==> config.mk <==
export PLATFORM = sky130hd
export DESIGN_NAME = trap_cause_arbiter
export DESIGN_NICKNAME = d
export VERILOG_FILES = /design/src/rtl/trap_cause_arbiter.sv
export SDC_FILE = /design/constraint.sdc
export NUM_CORES = 1
export LEC_CHECK = 0
export BUFFER_PORTS_ARGS = -buffer_cell sky130_fd_sc_hd__clkbuf_2
export CAP_MARGIN = 10
export CORE_ASPECT_RATIO = 0.9
export CORE_MARGIN = 2
export CORE_UTILIZATION = 45
export DETAILED_ROUTE_END_ITERATION = 16
export MAX_ROUTING_LAYER = met4
export PLACE_DENSITY = 0.73
export SETUP_SLACK_MARGIN = 0.4
export SLEW_MARGIN = 20
export SYNTH_ARGS = -nofsm -noshare
export SYNTH_HDL_FRONTEND = slang
export SYNTH_SLANG_ARGS = --single-unit
==> constraint.sdc <==
create_clock -name clk -period 4.8 [get_ports clk]
set_input_delay 0.72 -clock clk [delete_from_list [all_inputs] [get_ports clk]]
set_output_delay 0.72 -clock clk [all_outputs]
set_load 0.02 [all_outputs]
==> src/rtl/trap_cause_arbiter.sv <==
`default_nettype none
// +--------------------------------------------------------------------------------+
// | trap_cause_arbiter: sticky-pending trap arbiter with a valid/ack cause handoff |
// | Optional macro TRAP_PREEMPT_EN: a higher-priority source replaces the shown    |
// | cause. Rev 1.0                                                                 |
// +--------------------------------------------------------------------------------+
module trap_cause_arbiter #(
   parameter int NUM_SRC = 10,
   parameter int CAUSE_W = 4,
   parameter int CNT_W   = 8
) (
   input  logic               clk,
   input  logic               rst,
   input  logic [NUM_SRC-1:0] src_evt,
   input  logic [NUM_SRC-1:0] src_mask,
   output logic               trap_valid,
   output logic [CAUSE_W-1:0] trap_cause,
   input  logic               trap_ack,
   output logic [NUM_SRC-1:0] pending,
   output logic [CNT_W-1:0]   coalesce_cnt
);

   localparam int POP_W = $clog2(NUM_SRC + 1);
   localparam int SUM_W = CNT_W + POP_W;

   typedef enum logic [0:0] {
      ST_IDLE    = 1'b0,
      ST_PRESENT = 1'b1
   } state_t;

   state_t             state;
   logic               ack_fire;
   logic [NUM_SRC-1:0] ack_clr;
   logic [NUM_SRC-1:0] coalesce_hit;
   logic [NUM_SRC-1:0] eligible;
   logic [POP_W-1:0]   coalesce_pop;
   logic [SUM_W-1:0]   cnt_sum;
   logic               win_any;
   logic [CAUSE_W-1:0] win_idx;
   logic               preempt;

   assign ack_fire = (state == ST_PRESENT) && trap_ack;

   // An event landing on the acked bit in the ack cycle is a fresh event, not a coalesce.
   always_comb begin
      ack_clr = '0;
      for (int i = 0; i < NUM_SRC; i++) begin
         ack_clr[i] = ack_fire && (trap_cause == CAUSE_W'(i));
      end
   end

   assign coalesce_hit = src_evt & pending & ~ack_clr;

   always_comb begin
      coalesce_pop = '0;
      for (int i = 0; i < NUM_SRC; i++) begin
         coalesce_pop = coalesce_pop + POP_W'(coalesce_hit[i]);
      end
   end

   assign cnt_sum  = SUM_W'(coalesce_cnt) + SUM_W'(coalesce_pop);
   assign eligible = pending & src_mask;
   assign win_any  = |eligible;

   // Scan downward so the lowest set index (highest priority) is left last.
   always_comb begin
      win_idx = '0;
      for (int i = NUM_SRC - 1; i >= 0; i--) begin
         if (eligible[i]) begin
            win_idx = CAUSE_W'(i);
         end
      end
   end

`ifdef TRAP_PREEMPT_EN
   assign preempt = win_any && (win_idx < trap_cause);
`else
   assign preempt = 1'b0;
`endif

   always_ff @(posedge clk) begin
      if (rst) begin
         state        <= ST_IDLE;
         pending      <= '0;
         trap_valid   <= 1'b0;
         trap_cause   <= '0;
         coalesce_cnt <= '0;
      end else begin
         pending <= (pending & ~ack_clr) | src_evt;
         if (cnt_sum > SUM_W'({CNT_W{1'b1}})) begin
            coalesce_cnt <= '1;
         end else begin
            coalesce_cnt <= cnt_sum[CNT_W-1:0];
         end

         case (state)
            ST_IDLE: begin
               trap_valid <= 1'b0;
               if (win_any) begin
                  trap_cause <= win_idx;
                  trap_valid <= 1'b1;
                  state      <= ST_PRESENT;
               end
            end
            ST_PRESENT: begin
               if (trap_ack) begin
                  trap_valid <= 1'b0;
                  state      <= ST_IDLE;
               end else if (preempt) begin
                  trap_cause <= win_idx;
               end
            end
            default: begin
               trap_valid <= 1'b0;
               state      <= ST_IDLE;
            end
         endcase
      end
   end

endmodule
`default_nettype wire
# --- Yosys cells after proc, flatten, opt, wreduce, memory -nomap -nowiden ---
# Index checks and enable logic that the tools add are counted.
# Widths: inputs -> output; s select.
word_totals:
  regBits: 24
  latchBits: 0
  ram_bits: 0
  rom_bits: 0
  out_inout_bits: 23
  elab_cells: 66
  n_memories: 0
op_classes:
  add_sub_neg: 10
  multipliers: 0
  n_div: 0
  magnitude_cmp: 1
  n_eq_ne: 11
  n_shift: 0
  mux: 18
  n_bitwise: 7
  n_reduce_logical: 14
ops:
  columns: ["operator", "count"]
  rows:
  - ["$mux 4", 12]
  - ["$and 10x10->10", 4]
  - ["$add 4x1->4", 6]
  - ["$eq 4x3->1 const B", 4]
  - ["$logic_and 1x1->1", 11]
  - ["$not 10->10", 1]
  - ["$or 10x10->10", 1]
  - ["$reduce_or 10->1", 1]
  - ["$add 8x4->9", 1]
  - ["$gt 9x8->1 const B", 1]
  - ["$eq 4x2->1 const B", 2]
  - ["$eq 4x4->1 const B", 2]
  - ["$mux 8", 1]
  - ["$add 3x1->4", 1]
  - ["$eq 4x1->1 const B", 1]
  - ["$logic_not 4->1", 1]
  - ["$ne 2x2->1 const B", 2]
  - ["$pmux 1 s2", 2]
  - ["$add 2x1->3", 1]
  - ["$mux 1", 3]
  - ["$add 1x1->2", 1]
  - ["$reduce_and 2->1", 1]
  - ["$not 1->1", 1]

# --- Depth between registers and ports, before layout ---
# Gate-level depths: netlist of the first run.
logic_depth:
  depth_word: 16
  depth_mapped: 18
  mapped_depth_nobuf: 18

# --- Worst setup path before layout of the first run ---
# No wires, ideal clock.
synth_path:
  kind: "input to register"
  startpoint: "input port trap_ack"
  endpoint: "register coalesce_cnt[5]"
  setup_time_ns: 0.091
  t_arrival_ns: 4.651
  required_ns: 4.709
  setup_slack_ns: 0.058
  path_stages: 17
  n_path_buf: 0
  cell_sequence: "nand2_1 -> or3_4 -> or2_1 -> and3_1 -> fa_1 -> inv_1 -> fa_1 -> inv_1 -> fa_1 -> fa_1 -> inv_1 -> fa_1 -> and2b_1 -> o21ai_2 -> a21boi_2 -> nand3_2 -> a311oi_1"
synth_via:
  elab_chain_len: 16
  elab_cells_between_ends: 25
  classes_between: "add/sub (10); order compare (1); mux (1); bitwise (2); reduce/logical (11)"
synth_lines:
  columns: ["item", "line", "text"]
  rows:
  - ["from (decl)", "18", "input logic trap_ack,"]
  - ["$logic_and 1x1->1 *", "42", "assign ack_fire = (state == ST_PRESENT) && trap_ack;"]
  - ["$logic_and 1x1->1", "48", "ack_clr[i] = ack_fire && (trap_cause == CAUSE_W'(i));"]
  - ["$not 10->10 *", "52", "assign coalesce_hit = src_evt & pending & ~ack_clr;"]
  - ["$and 10x10->10 *", "52", null]
  - ["$add 1x1->2", "57", "coalesce_pop = coalesce_pop + POP_W'(coalesce_hit[i]);"]
  - ["$add 2x1->3", "57", null]
  - ["$add 3x1->4", "57", null]
  - ["$add 4x1->4 (5 in series)", "57", null]
  - ["$add 4x1->4 *", "57", null]
  - ["$add 8x4->9 *", "61", "assign cnt_sum = SUM_W'(coalesce_cnt) + SUM_W'(coalesce_pop);"]
  - ["$gt 9x8->1", "90", "if (cnt_sum > SUM_W'({CNT_W{1'b1}})) begin"]
  - ["$mux 8 *", "90", null]
  - ["to (signal assigned)", "93", "coalesce_cnt <= cnt_sum[CNT_W-1:0];"]
  - ["to (decl)", "20", "output logic [CNT_W-1:0] coalesce_cnt"]
# Every way passes the cells marked *; elsewhere a longest branch is shown, timed or not.
# A chain may end at the register's enable or synchronous reset.

# --- Worst setup path after layout of the first run ---
layout_path:
  startpoint: "input port trap_ack"
  endpoint: "register coalesce_cnt[0]"
# Same word-level chain as after synthesis.

==> results of run 1 <==
[report_power, final]
group	switching, W	internal, W	leakage, nW
clock	0.0000583	0.0000294	0.0138
combinational	0.000175	0.000136	0.648
sequential	0.0000236	0.000227	0.199
[flip-flops by register name, indices dropped and copies added, names as in the netlist]
signal and flops:
pending 10, coalesce_cnt 8, trap_cause 4, state 1
trap_valid 1
[final timing paths]
check | from | endpoint | slack, ps | cells after the start
worst max-delay path | trap_ack | coalesce_cnt[0] | 430 | 19
worst min-delay path | trap_valid | trap_valid | 500 | 2
worst max register to register | state | coalesce_cnt[0] | 480 | 18
worst min register to register | trap_valid | trap_valid | 500 | 2
[area by class of cell]
type                            instances  share of cell area [%]
Sequential cell                        24                   27.12
Multi-Input combinational cell        119                   48.14
Tap cell                               42                   2.943
Clock buffer                            3                   1.261
Inverter                               20                   4.205
Timing Repair Buffer                   52                   16.33
[per-stage QoR]
| step | power, W | setup WS, ps |
|---|---|---|
| after global placement | 0.0005230 | 36.73 |
| after global routing | 0.0007102 | 309.8 |
| after CTS | 0.0006461 | 381.3 |
| final | 0.0006492 | 428.8 |
| after detailed placement | 0.0005264 | -32.38 |
| after floorplan | 0.0004462 | 258.4 |
[critical path: cells and delay by family]
kind                       cells  cell delay, ps
AOI/OAI and AO/OA              3             390
buffers and inverters          5             360
and+or+nand+nor                6            1090
adders and majority gates      5            2040
[layout by cell type (no fill, tap or decap), types with 3 or more instances in the layout]
cell      netlist  routed
clkbuf_2        0      44
dfxtp_1        24      23
inv_1          20      18
a21oi_1        22      17
nor2_1         14      14
nand2_1        15      14
o21ai_0        13      10
buf_4           0       6
a21oi_2         0       5
fa_1            7       5
ha_1            5       5
nand2b_1        4       4
nand3_1         3       3
mux2i_1         3       3
clkbuf_4        0       3
[cells by family (layout without fill, tap and decap cells)]
group | Yosys count | count (layout)
DFF | 24 | 24
muxes | 3 | 3
adders and majority gates | 12 | 12
and+or+nand+nor | 54 | 54
xor gates and xnor gates | 3 | 3
AOI/OAI and AO/OA | 47 | 47
buffers and inverters | 23 | 75
[metal layers]
metal	track usage [%]	up-vias	part of all wire [%]
met3	4.409	2	4.9
met1	23.89	617	44
met4	2.857	0	0.15
li1	-	667	-
met2	36.18	39	51
met5	-	-	0
[timing repair]
item | 4_1_cts | 5_1_grt
setup buffers | 3 | 1
pin swaps | 8 | 6
resized for setup | 10 | 6
endpoints found under the setup margin | 7 | 8
==> impl_metrics.tcl, run 1 <==
set metrics [dict create \
    status "complete, no violations" \
    cts_buffers 3 \
    powerDensity_nw_per_um2 363.6 \
    port_buffers 45 \
    area.growth.synth_to_final_pct 29.37 \
    initial_core_util_pct 46.07 \
    synthTopCellsByArea "dfxtp_1 (35%), fa_1 (10%), a21oi_1 (8.0%)" \
    vias 1325 \
    synth_seq_area_share_pct 34.81 \
    synth_top_family_by_area "compound AO/OA/AOI/OAI gates" \
    async_reset_ff_share_pct 0 \
    fmax_ghz 0.2288 \
    synthDistinctLibCells 38 \
    die_h_um 56.54 \
    min_period_ps 4371 \
    crit_required_ps 5040 \
    instances_no_fill 260 \
    dp_cells 253 \
    wl_per_cell_um 12.66 \
    relSlewSlack_pct 61.89 \
    maxCapViolCount 0 \
    post-route-util_pct 59.61 \
    multi_input_area_um2 859.6 \
    dp_hpwl_um 2569 \
    htree_levels 1 \
    place_area_um2 1687 \
    root_buffer "clkbuf_4" \
    fillers 297 \
    route.detailed.drc 0 \
    layout-drive-gt1-share_pct 34.86 \
    synth-compound-area-share_pct 20.13 \
    fin_nets 255 \
    setup-tns-final_ps 0 \
    period_share_pct 91.07 \
    synth-xor-area-share_pct 1.904 \
    first_pass_iters 4 \
    worstMarginPinSlew_ps 571.6 \
    yosys_warnings 0 \
    ant_nets 0 \
    synthMuxAreaShare_pct 2.176 \
    synth_fa_ha_area_share_pct 14.69 \
    synth_simple_gate_area_share_pct 20.04 \
    peakVddDrop_uv 221.0 \
    cp_slowest_cell "fa_1" \
    drt_first_iter_violations 56 \
    rows 19 \
    cts_sinks 24 \
    regArea_um2 484.2 \
    fin_skew_ps 12.85 \
    leakage_nw 0.8609 \
    post-route-cell-area_um2 1785 \
    setup.worst_path.start_class "input port" \
    synth.top_cell.area_share_pct 34.81 \
    synth-main-ff-cell "dfxtp_1" \
    gp_congestion 0.8050 \
    endpoint_kind "register" \
    synth-edff-count 0 \
    arrival_ps 4610 \
    antenna_found_initial 0 \
    cts_tree "built" \
    drt-total-wl_um 3291 \
    path_max_fanout 5 \
    cts_hold_buf 0 \
    cpPeakStageDelay_ps 510 \
    die_w_um 62.38 \
    cp_common_cell "fa_1" \
    diodes 0 \
    core-area_um2 2995 \
    worstSetupPathType "in2reg" \
    clkTransAtPathRegs_ps 130 \
    synth_seq_cells 24 \
    finalSetupViolations 0 \
    grt_max_degree 27 \
    ys_top_cells_by_count "dfxtp_1 (24), a21oi_1 (22), inv_1 (20), nand2_1 (15), nor2_1 (14)" \
    crit_chain "buf_8, nand2_4, or3_4, or2_1, and3_4, fa_1, inv_2, fa_1, inv_1, fa_1, fa_2, inv_2, fa_2, and2b_1, o21ai_2, a21boi_2, nand3_2, buf_6, a21oi_2" \
    hold_ws_ps 497.0 \
    hold_class "reg2reg" \
    synth.most_common_cell "dfxtp_1" \
    avgSynthCellArea_um2 8.314 \
    clock_latency_ps 320 \
    grt-ovfl-total 0 \
    io_pins 46 \
    cts_max_path_buffers 2 \
    gr-usage-all-layers_pct 20.13 \
    vias_per_cell 5.096 \
    report.final.hold_viol_count 0 \
    synth_area_leader_cell "dfxtp_1" \
    syn_area_um2 1380 \
    grt_pass1_wl_um 5520 \
    syn_inst 166 \
    dieArea_um2 3526 \
    synth_nets 201 \
    rsz0062_at_grt "yes" \
    drv_slew 0 \
    grt_pass1_vias 1270 \
]
Power figures use the tool's default switching activity.
==> run 2, diff against run 1 <==
- CELL_PAD_IN_SITES_DETAIL_PLACEMENT: not set -> 1
- CELL_PAD_IN_SITES_GLOBAL_PLACEMENT: not set -> 1
- CORE_UTILIZATION: 45 -> 32
- PLACE_DENSITY: 0.73 -> 0.72
==> impl_metrics.tcl, run 2 (synthesis results as in run 1) <==
set metrics [dict create \
    min_path_cells 2 \
    cts_max_path_buffers 2 \
    ant_nets 0 \
    cts_sinks 24 \
    clkTransAtPathRegs_ps 80 \
    largest_register_ffs 10 \
    post-route-util_pct 45.52 \
    htree_levels 1 \
    reg2reg_slack_ps 360 \
    r2r_start "state" \
    cts_hold_buf 0 \
    endpoint_kind "register" \
    setup.worst_path.start_class "input port" \
    crit_chain "buf_8, nand2_4, or3_4, or2_4, and3_4, fa_1, inv_2, fa_1, inv_1, fa_1, fa_2, inv_2, fa_2, and2b_1, o21ai_2, a21boi_2, nand3_2, buf_6, a21oi_2" \
    rsz0062_at_grt "yes" \
    post-route-cell-area_um2 1867 \
    regArea_um2 481.7 \
    drt_first_iter_violations 96 \
    hold_ws_ps 490.9 \
    arrival_ps 4720 \
    cp_slowest_cell "fa_1" \
    final_common_cell "clkbuf_2" \
    min_period_ps 4532 \
    reg2regPathDepth 18 \
    area.growth.synth_to_final_pct 35.27 \
    gr-usage-all-layers_pct 17.78 \
    grt_pass1_vias 1324 \
    fin_nets 261 \
    core-area_um2 4101 \
    clock_latency_ps 260 \
    drv_slew 0 \
    reg_top3 "pending (10), coalesce_cnt (8), trap_cause (4)" \
    rows 22 \
    cts_tree "built" \
    gp_congestion 0.8556 \
    grt_use_met1_pct 25.84 \
    path_max_fanout 5 \
    grt-ovfl-total 0 \
    top_usage_layer "met2" \
    power_w 0.0006878 \
    layout-drive-gt1-share_pct 36.61 \
    use_met2_pct 26.35 \
    final_cell_mix "clkbuf_2 (44), dfxtp_1 (23), a21oi_1 (19)" \
    port_buffers 45 \
    vias_per_cell 4.912 \
    peakVddDrop_uv 156.5 \
    initial_core_util_pct 33.65 \
    finalSetupViolations 0 \
    io_pins 46 \
    status "complete, no violations" \
    dieArea_um2 4855 \
    grt_pass1_wl_um 6458 \
    period_share_pct 94.42 \
    relSlewSlack_pct 60.74 \
    fillers 496 \
    diodes 0 \
    r2r_end "coalesce_cnt[0]" \
    min-delay-start "trap_valid" \
    powerDensity_nw_per_um2 368.4 \
    regMostFlops "pending" \
    antenna_found_initial 0 \
    worstSetupPathType "in2reg" \
    hold_class "reg2reg" \
    cts_buffers 3 \
    maxCapViolCount 0 \
    die_w_um 73.23 \
    cp_common_cell "fa_1" \
    wl_per_cell_um 14.88 \
    fin_skew_ps 2.952 \
    cpPeakStageDelay_ps 520 \
    root_buffer "clkbuf_8" \
    route.detailed.drc 0 \
    crit_required_ps 4990 \
    setup-tns-final_ps 0 \
    grt_max_degree 27 \
    vias 1336 \
    use_met3_pct 1.524 \
    multi_input_area_um2 864.6 \
    die_h_um 66.30 \
    report.final.hold_viol_count 0 \
    worstMarginPinSlew_ps 588.9 \
    place_area_um2 1694 \
    min_delay_worst_endpoint "trap_valid" \
    drt-total-wl_um 4048 \
    fmax_ghz 0.2207 \
    dp_hpwl_um 3074 \
    first_pass_iters 4 \
    leakage_nw 0.8994 \
]
==> run 2: changes by cell type in the layout (fill, tap and decap cells not counted), moves of 2 or more <==
| cell | previous run | this run |
|---|---|---|
| buf_6 | 1 | 3 |
| buf_4 | 6 | 10 |
| clkbuf_8 | 0 | 3 |
| a21oi_2 | 5 | 3 |
| clkbuf_4 | 3 | 0 |
| a21oi_1 | 17 | 19 |
==> run 2: layout make-up <==
type	instances	share of cell area, %
multi-input combinational	119	46.31
sequential	24	25.80
timing repair buffer	58	18.43
inverter	20	4.021
tap	48	3.217
clock buffer	3	2.212
==> run 2: what timing repair did <==
item                                    in CTS  in global routing
buffers inserted                             8                  2
pin swaps                                   13                  8
resized for setup                            8                 10
endpoints found under the setup margin       8                  8
==> run 2: critical path, delay by kind of cell <==
kind                     cells  cell delay (ps)
adder cells (fa/ha/maj)      5             2050
AND/OR/NAND/NOR              6             1200
buffers and inverters        5              380
AO/OA/AOI/OAI                3              380
==> run 2: report_power, final <==
group	leakage [nW]	switching, W	internal, W	total [W]
registers	0.199	0.0000252	0.000227	0.000252
logic	0.679	0.000177	0.000140	0.000317
clock network	0.0216	0.0000629	0.0000561	0.000119
total	0.899	0.000265	0.000423	0.000688
==> run 2: how the worst max path moves through the flow <==
stage | end | depth (start not counted) | slack, ps | start
6_report | coalesce_cnt[0] | 19 | 270 | trap_ack
3_3_place_gp | coalesce_cnt[5] | 18 | 40 | trap_ack
4_1_cts | coalesce_cnt[3] | 19 | 270 | trap_ack
3_5_place_dp | coalesce_cnt[5] | 18 | -30 | trap_ack
5_1_grt | coalesce_cnt[0] | 19 | 160 | trap_ack
2_1_floorplan | coalesce_cnt[5] | 17 | 260 | trap_ack
==> run 2: routing by layer <==
metal	routed length, um	share of wire (%)
met2	1852	46
met3	98	2.4
met4	25	0.62
met1	2071	51
met5	0	0
==> run 2: per-stage QoR <==
step	worst slack (ps)	instances
2_1_floorplan	258.4	166
3_5_place_dp	-34.86	259
4_1_cts	272.2	270
5_1_grt	162.8	272
6_report	268.0	272
3_3_place_gp	41.14	259
